<file path="config.mk">
export PLATFORM = sky130hd
export DESIGN_NAME = alu_issue_stage
export DESIGN_NICKNAME = d
export VERILOG_FILES = /design/src/rtl/alu_issue_stage_pkg.sv /design/src/rtl/instr_field_decode.sv /design/src/rtl/alu_issue_stage.sv
export SDC_FILE = /design/constraint.sdc
export NUM_CORES = 1
export LEC_CHECK = 0
export CAP_MARGIN = 20
export CORE_MARGIN = 3
export CORE_UTILIZATION = 40
export DETAILED_ROUTE_END_ITERATION = 12
export DONT_BUFFER_PORTS = 1
export PLACE_DENSITY = 0.54
export REMOVE_ABC_BUFFERS = 1
export SYNTH_ARGS = -nofsm -noshare
export SYNTH_HDL_FRONTEND = slang
export SYNTH_HIERARCHICAL = 1
export SYNTH_SLANG_ARGS = --single-unit
</file>
<file path="constraint.sdc">
create_clock -name clk -period 3.4 [get_ports clk]
set_input_delay 0.85 -clock clk [delete_from_list [all_inputs] [get_ports clk]]
set_output_delay 0.85 -clock clk [all_outputs]
set_load 0.005 [all_outputs]
</file>
<file path="src/rtl/alu_issue_stage_pkg.sv">
// alu_issue_stage_pkg: shared widths, opcode codes and decoded-field struct
package alu_issue_stage_pkg;
  localparam int RF_AW = 5;
  localparam int DW = 32;
  localparam logic [5:0] OP_ADDU  = 6'h01;
  localparam logic [5:0] OP_ADDUI = 6'h02;
  localparam logic [5:0] OP_AND   = 6'h03;
  localparam logic [5:0] OP_OR    = 6'h04;
  localparam logic [5:0] OP_NOT   = 6'h05;
  localparam logic [5:0] OP_XOR   = 6'h06;
  localparam logic [5:0] OP_SL    = 6'h07;
  localparam logic [5:0] OP_SR    = 6'h08;
  localparam logic [5:0] OP_SRA   = 6'h09;
  typedef struct packed {
    logic [5:0]       opcode;
    logic [RF_AW-1:0] rd;
    logic [RF_AW-1:0] rs;
    logic [RF_AW-1:0] rt;
    logic [15:0]      imm;
    logic             uses_rt;
    logic             legal;
  } dec_t;
endpackage

</file>
<file path="src/rtl/instr_field_decode.sv">
// instr_field_decode: combinational split of an instruction word into fields
module instr_field_decode
  import alu_issue_stage_pkg::*;
(
  input  logic [31:0] instr,
  output dec_t        dec
);
  assign dec.opcode  = instr[31:26];
  assign dec.rd      = instr[25:21];
  assign dec.rs      = instr[20:16];
  assign dec.rt      = instr[15:11];
  assign dec.imm     = instr[15:0];
  assign dec.uses_rt = !(instr[31:26] inside {OP_ADDUI, OP_NOT});
  assign dec.legal   = instr[31:26] inside {OP_ADDU, OP_ADDUI, OP_AND, OP_OR, OP_NOT,
                                            OP_XOR, OP_SL, OP_SR, OP_SRA};
endmodule

</file>
<file path="src/rtl/alu_issue_stage.sv">
// alu_issue_stage: ID/EX/WB front end for an external combinational alu with forwarding
module alu_issue_stage
  import alu_issue_stage_pkg::*;
(
  input  logic             clk,
  input  logic             rst_n,
  input  logic             instr_valid,
  input  logic [31:0]      instr,
  output logic             instr_ready,
  input  logic             stall_i,
  output logic [RF_AW-1:0] rf_raddr_a,
  output logic [RF_AW-1:0] rf_raddr_b,
  input  logic [DW-1:0]    rf_rdata_a,
  input  logic [DW-1:0]    rf_rdata_b,
  output logic [5:0]       alu_opcode,
  output logic [DW-1:0]    alu_in_a,
  output logic [DW-1:0]    alu_in_b,
  input  logic [DW-1:0]    alu_out,
  input  logic [2:0]       alu_flags,
  output logic             wb_en,
  output logic [RF_AW-1:0] wb_addr,
  output logic [DW-1:0]    wb_data,
  output logic [2:0]       flags_q,
  output logic             illegal_instr
);
  dec_t d;
  logic accept, issue, ex_valid, wb_valid;
  logic [RF_AW-1:0] ex_rd;
  logic [DW-1:0] fwd_a, fwd_b, op_b;
  instr_field_decode u_dec (.instr(instr), .dec(d));
  assign instr_ready = ~stall_i;
  assign accept = instr_valid & ~stall_i;
  assign issue = accept & d.legal;
  assign rf_raddr_a = d.rs;
  assign rf_raddr_b = d.rt;
  // r0 reads as zero; the younger (EX) producer wins over WB, then the register file
  assign fwd_a = (d.rs == '0) ? '0 : (ex_valid && ex_rd == d.rs) ? alu_out :
                 (wb_valid && wb_addr == d.rs) ? wb_data : rf_rdata_a;
  assign fwd_b = (d.rt == '0) ? '0 : (ex_valid && ex_rd == d.rt) ? alu_out :
                 (wb_valid && wb_addr == d.rt) ? wb_data : rf_rdata_b;
  assign op_b = d.uses_rt ? fwd_b : (d.opcode == OP_ADDUI) ? {16'b0, d.imm} : '0;
  assign wb_en = wb_valid & ~stall_i & (wb_addr != '0);
  // ID/EX register: loads the decoded op, or a zeroed bubble when nothing legal is accepted
  always_ff @(posedge clk or negedge rst_n) begin
    if (!rst_n) begin
      ex_valid <= 1'b0;
      ex_rd <= '0;
      alu_opcode <= '0;
      alu_in_a <= '0;
      alu_in_b <= '0;
    end else if (!stall_i) begin
      ex_valid <= issue;
      ex_rd <= issue ? d.rd : '0;
      alu_opcode <= issue ? d.opcode : '0;
      alu_in_a <= issue ? fwd_a : '0;
      alu_in_b <= issue ? op_b : '0;
    end
  end
  // one-cycle pulse for an accepted word with an unsupported opcode
  always_ff @(posedge clk or negedge rst_n) begin
    if (!rst_n) illegal_instr <= 1'b0;
    else illegal_instr <= accept & ~d.legal;
  end
  // EX/WB register and architectural flags: only a valid op retiring updates them
  always_ff @(posedge clk or negedge rst_n) begin
    if (!rst_n) begin
      wb_valid <= 1'b0;
      wb_addr <= '0;
      wb_data <= '0;
      flags_q <= '0;
    end else if (!stall_i) begin
      wb_valid <= ex_valid;
      if (ex_valid) begin
        wb_addr <= ex_rd;
        wb_data <= alu_out;
        flags_q <= alu_flags;
      end
    end
  end
endmodule

</file>
[After elaboration in Yosys (flattened, before gate mapping)]
Cells that the tools add are included.
Cells by class
  bitwise operators: 7
  reductions and logical operators: 10
  equality and inequality tests: 13
  muxes and demuxes: 12
  multiply operators: 0
  shift-type cells: 0
  div/mod/pow operators: 0
  add/sub/neg operators: 0
  magnitude comparators: 0
Operators with widths (count)
  two-way mux 32 bit: 9
  equality test 6 x 3 -> 1 bit, second input constant: 4
  equality test 5 bit: 4
  two-way mux 16 bit: 1
  equality test 6 x 2 -> 1 bit, second input constant: 2
  equality test 6 x 4 -> 1 bit, second input constant: 2
  zero test 5 bit: 2
  nonzero test 9 bit: 1
  equality test 6 x 1 -> 1 bit, second input constant: 1
  two-way mux 6 bit: 1
  AND 1 bit: 5
  two-way mux 5 bit: 1
  nonzero test 5 bit: 1
  logical AND 1 bit: 4
  NOT 1 bit: 2
  AND reduction 2 bit: 1
  nonzero test 2 bit: 1
Storage, ports and cells
  latch bits: 0
  memory bits (read-only): 0
  output and inout port bits: 123
  memories: 0
  input bits: 135
  register bits: 118
  logic and storage cells: 52
  memory bits (writable): 0

[Logic depth before layout (Yosys ltp)]
  depth in word-level cells: 7
  gate-level depth with buffers: 9
  gate-level depth less buffers: 7

[Hierarchy]
Netlist, hierarchy kept.
Modules (own cells, without submodules)
  alu_issue_stage: cells an instance 575, area each 6346.1 sq um, times used 1
  instr_field_decode: cells an instance 44, area each 336.6 sq um, times used 1

[Worst setup path before layout]
Ideal clock, no wire load.
  path type: input to register
  start: input instr[27]
  end: register alu_in_a[0]
  buffers on the path: 3
  stages on the path: 9
  setup slack: 989 ps
  data arrival time: 2325 ps
  data required time: 3314 ps
  library setup time: 86 ps
  cells stage by stage: o21ai_1 -> nor4b_2 -> and3b_1 -> buf_4 -> o21ai_1 -> or4_1 -> buf_2 -> buf_6 -> o221ai_2
RTL lines
  start, declared: RTL line alu_issue_stage.sv:8  | input logic [31:0] instr,
  end signal, assigned: RTL line alu_issue_stage.sv:55  | alu_in_a <= issue ? fwd_a : '0;
  end, declared: RTL line alu_issue_stage.sv:16  | output logic [DW-1:0] alu_in_a,

[Final worst setup path]
  start: register wb_addr[0]
  end: output wb_en
Between the ends
  longest elaborated chain between the ends: 2
RTL lines
  start, declared: RTL line alu_issue_stage.sv:21  | output logic [RF_AW-1:0] wb_addr,
  start signal, assigned: RTL line alu_issue_stage.sv:74  | wb_addr <= ex_rd;
  nonzero test 5 bit: RTL line alu_issue_stage.sv:42  | assign wb_en = wb_valid & ~stall_i & (wb_addr != '0);
  AND 1 bit: RTL line alu_issue_stage.sv:42
  end, declared: RTL line alu_issue_stage.sv:20  | output logic wb_en,
No other way between the ends.

==> summary.md <==
| Metric | Value |
|---|---|
| Post-synth top area share | `about 44%` |
| Setup Viol. Count Final | `0` |
| RSZ-0062 raised after global routing | `no` |
| Synthesized area per cell | `around 11 um2` |
| Synth Instances | `between 600 and 700` |
| Worst Skew | `around 13 ps` |
| Setup Fix Bufs, Post-CTS | `0` |
| Residual DRC | `0` |
| Synth Register Bits | `118` |
| Chip Height | `approximately 140 um` |
| CP arrival | `1580 ps` |
| DP Area | `6580 um2` |
| Post-route ant nets | `0` |
| Maxcap violations | `0` |
| Metal3 WL | `~2.1 mm` |
| Clk pin slew, worst setup/hold paths | `50 ps` |
| Die ar. | `about 18000 um2` |
| # fillers | `1515` |
| Leak | `between 0.003 and 0.004 uW` |
| Highest Signal Layer | `met4` |
| Post-route met1 wirelength | `8.07 mm` |
| Die X-Extent | `about 140 um` |
| Layout Nets | `702` |
| Drt wl/cell | `25.8 um` |
| Post-DP HPWL | `13.8 mm` |
| Top_reg_cell synth | `dfrtp_1` |
| GRT Residual Overflow | `0` |
| Netlist cell types | `45` |
| Final min period | `2430 ps` |
| Port Buf Inserts | `0` |
| Post-synth ARST share | `100%` |
| Dpl ws | `585 ps` |
| PD cells | `548 nW/um2` |
| Slew Viols, Final | `0` |
| Dominant cell type by area after synthesis | `dfrtp_1` |
| Area added between synthesis and finish | `7.75%` |
| CTS max path bufs | `2` |
| GRT Overall Usage | `between 20 and 25%` |
| Via/cell ratio | `6.08` |
| Core area | `roughly 16000 um2` |
| Slack of the critical path | `967 ps` |
| RD Place Congestion | `0.772` |
| Initial antenna violation count | `2` |
| Initial core utilization | `41.5%` |
| Number of synthesized flops with an enable pin | `0` |
| Synth top area cells | `dfrtp_1 44%, mux2_2 6.7%, o221ai_2 6.7%` |
| Outcome | `finished, final reports clean` |
| YS warnings | `6` |
| Std-Cell Rows | `46` |
| Setup TNS after final layout | `0 ps` |
| Placed cell count | `764` |
| Resize count post-CTS | `0` |
| CP Launch Type | `register` |
| Syn Std Cell Area | `between 6000 and 7000 um2` |
| Via count | `4855` |
| Max Fanout on Critical Path | `5` |
| Clock Sinks | `118` |
| Hold crit path type | `in -> async` |
| H-tree level count | `4` |
| Total CTS buffers | `17` |
| IO Count | `258` |
| Layout cell share with drive strength beyond 1 | `22.4%` |
| DRT iter0 DRCs | `196` |
| Area of the multi-input gates | `3080 um2` |
| Cts-stage hold buffer count | `0` |
| Final Hold Vio Count | `0` |
| Pin count of the biggest net entering global routing | `119` |
| 1st-pass router iterations | `5` |
| Seq. cell area | `2950 um2` |
| Slew HR | `45.0%` |
| Post-synthesis sequential area ratio | `about 44%` |
| Setup CP Type | `reg -> out` |
| Non-Filler Instances | `799` |
| WL final | `20.6 mm` |
| Clk root buf | `clkbuf_16` |
| First-pass GRT wire length | `31.1 mm` |
| Final worst path period share | `about 72%` |
| Vias in the first global route | `5295` |
| Peak supply drop | `0.334 mV` |
| CTS tree | `yes` |
| Met2 WL | `10.1 mm` |
| Later-pin clock latency in the skew report | `420 ps` |
| Tightest Pin Transition | `a little over 800 ps` |
| CP Capture Type | `output port` |
| Fmax | `411 MHz` |
| Final instance area | `7200 um2` |
| Critical Path RT | `approximately 2600 ps` |
==> stage by stage <==
step                      hold slack [ps]  utilization, %  total power (uW)
final                                 129            44.7              3940
after detailed placement              507            40.8              2110
after global placement                511            40.8              2090
after global routing                  105            44.7              4100
after CTS                             106            44.6              3980
after floorplan                       473               -              1980
==> path summary, 6_finish.rpt <==
path | cells past startpoint | slack [ps] | from | endpoint
min in group clk | 2 | 520 | alu_in_a[31] | alu_in_a[31]
min | 0 | 130 | rst_n | alu_in_b[8]
min reg2reg | 2 | 520 | alu_in_a[31] | alu_in_a[31]
max reg2reg | 6 | 1220 | wb_addr[1] | alu_in_a[20]
max in group asynchronous | 0 | 3050 | rst_n | alu_in_b[25]
max | 2 | 970 | wb_addr[0] | wb_en
==> registers in the layout, indices dropped and copies added, names as in the netlist <==
name,count
alu_in_a,32
alu_opcode,6
wb_addr,5
ex_rd,5
illegal_instr,1
wb_data,32
wb_valid,1
alu_in_b,32
ex_valid,1
flags_q,3
==> placed cells by master, fill, tap and decap left out, types with 2 or more instances in the layout <==
cell	count
o21ai_1	3
o221ai_1	2
buf_12	2
xor2_1	8
bufinv_16	3
clkbuf_8	4
nor3_1	2
o21ai_0	15
xnor2_1	12
a22o_1	11
nor2_1	16
a21boi_0	28
a211oi_1	32
inv_1	33
or2_2	2
clkbuf_16	17
a21o_1	18
clkinv_2	5
a22oi_1	16
and3b_1	2
nor3b_1	2
o211ai_1	16
o221ai_2	30
nand4_1	2
diode_2	3
mux2_2	40
and3_1	4
o31ai_1	16
buf_4	15
mux2i_1	32
dfrtp_1	118
nand2_1	51
or4_1	2
clkbuf_1	2
==> synth_stat cells (12+ instances only) <==
master    number
a211oi_1      32
a21boi_0      28
a21o_1        18
a22oi_1       16
buf_4         41
clkbuf_1      28
dfrtp_1      118
inv_1         33
mux2_2        40
mux2i_1       32
nand2_1       51
nor2_1        18
o211ai_1      16
o21ai_0       15
o221ai_2      30
o31ai_1       16
xnor2_1       12
==> report_power, final <==
part	switching (uW)	internal (uW)	total, uW
sequential	218	1570	1790
combinational	115	179	294
clock	640	1220	1860
==> metal layers <==
layer  global-route usage (%)  up-vias
met3                     9.10       26
met4                     7.22        0
met2                     36.2      236
met5                        0        -
met1                     26.6     2451
li1                         -     2142
==> worst max-delay path: stages, from the launching register on <==
cell and delay, ps:
dfrtp_1 460, or3_1 400, o311a_1 310
==> cell type report <==
| class | count | share of cell area [%] |
|---|---|---|
| antenna | 3 | 0.104 |
| clock buffer | 23 | 6.78 |
| sequential | 118 | 41.0 |
| inverter | 33 | 1.72 |
| multi-input combinational | 380 | 42.8 |
| timing repair buffer | 17 | 2.12 |
| clock inverter | 9 | 1.70 |
| tap | 216 | 3.75 |
==> cell families (layout without fill, tap and decap cells) <==
family	Yosys count	after routing	share of synthesized area, %
simple gates	98	98	7.34
xor+xnor	20	20	2.62
mux	72	72	11.5
compound gates	190	190	24.3
flops	118	118	44.2
buf+inv	121	82	10.0
other cells	0	3	0
Power figures use the tool's default switching activity.
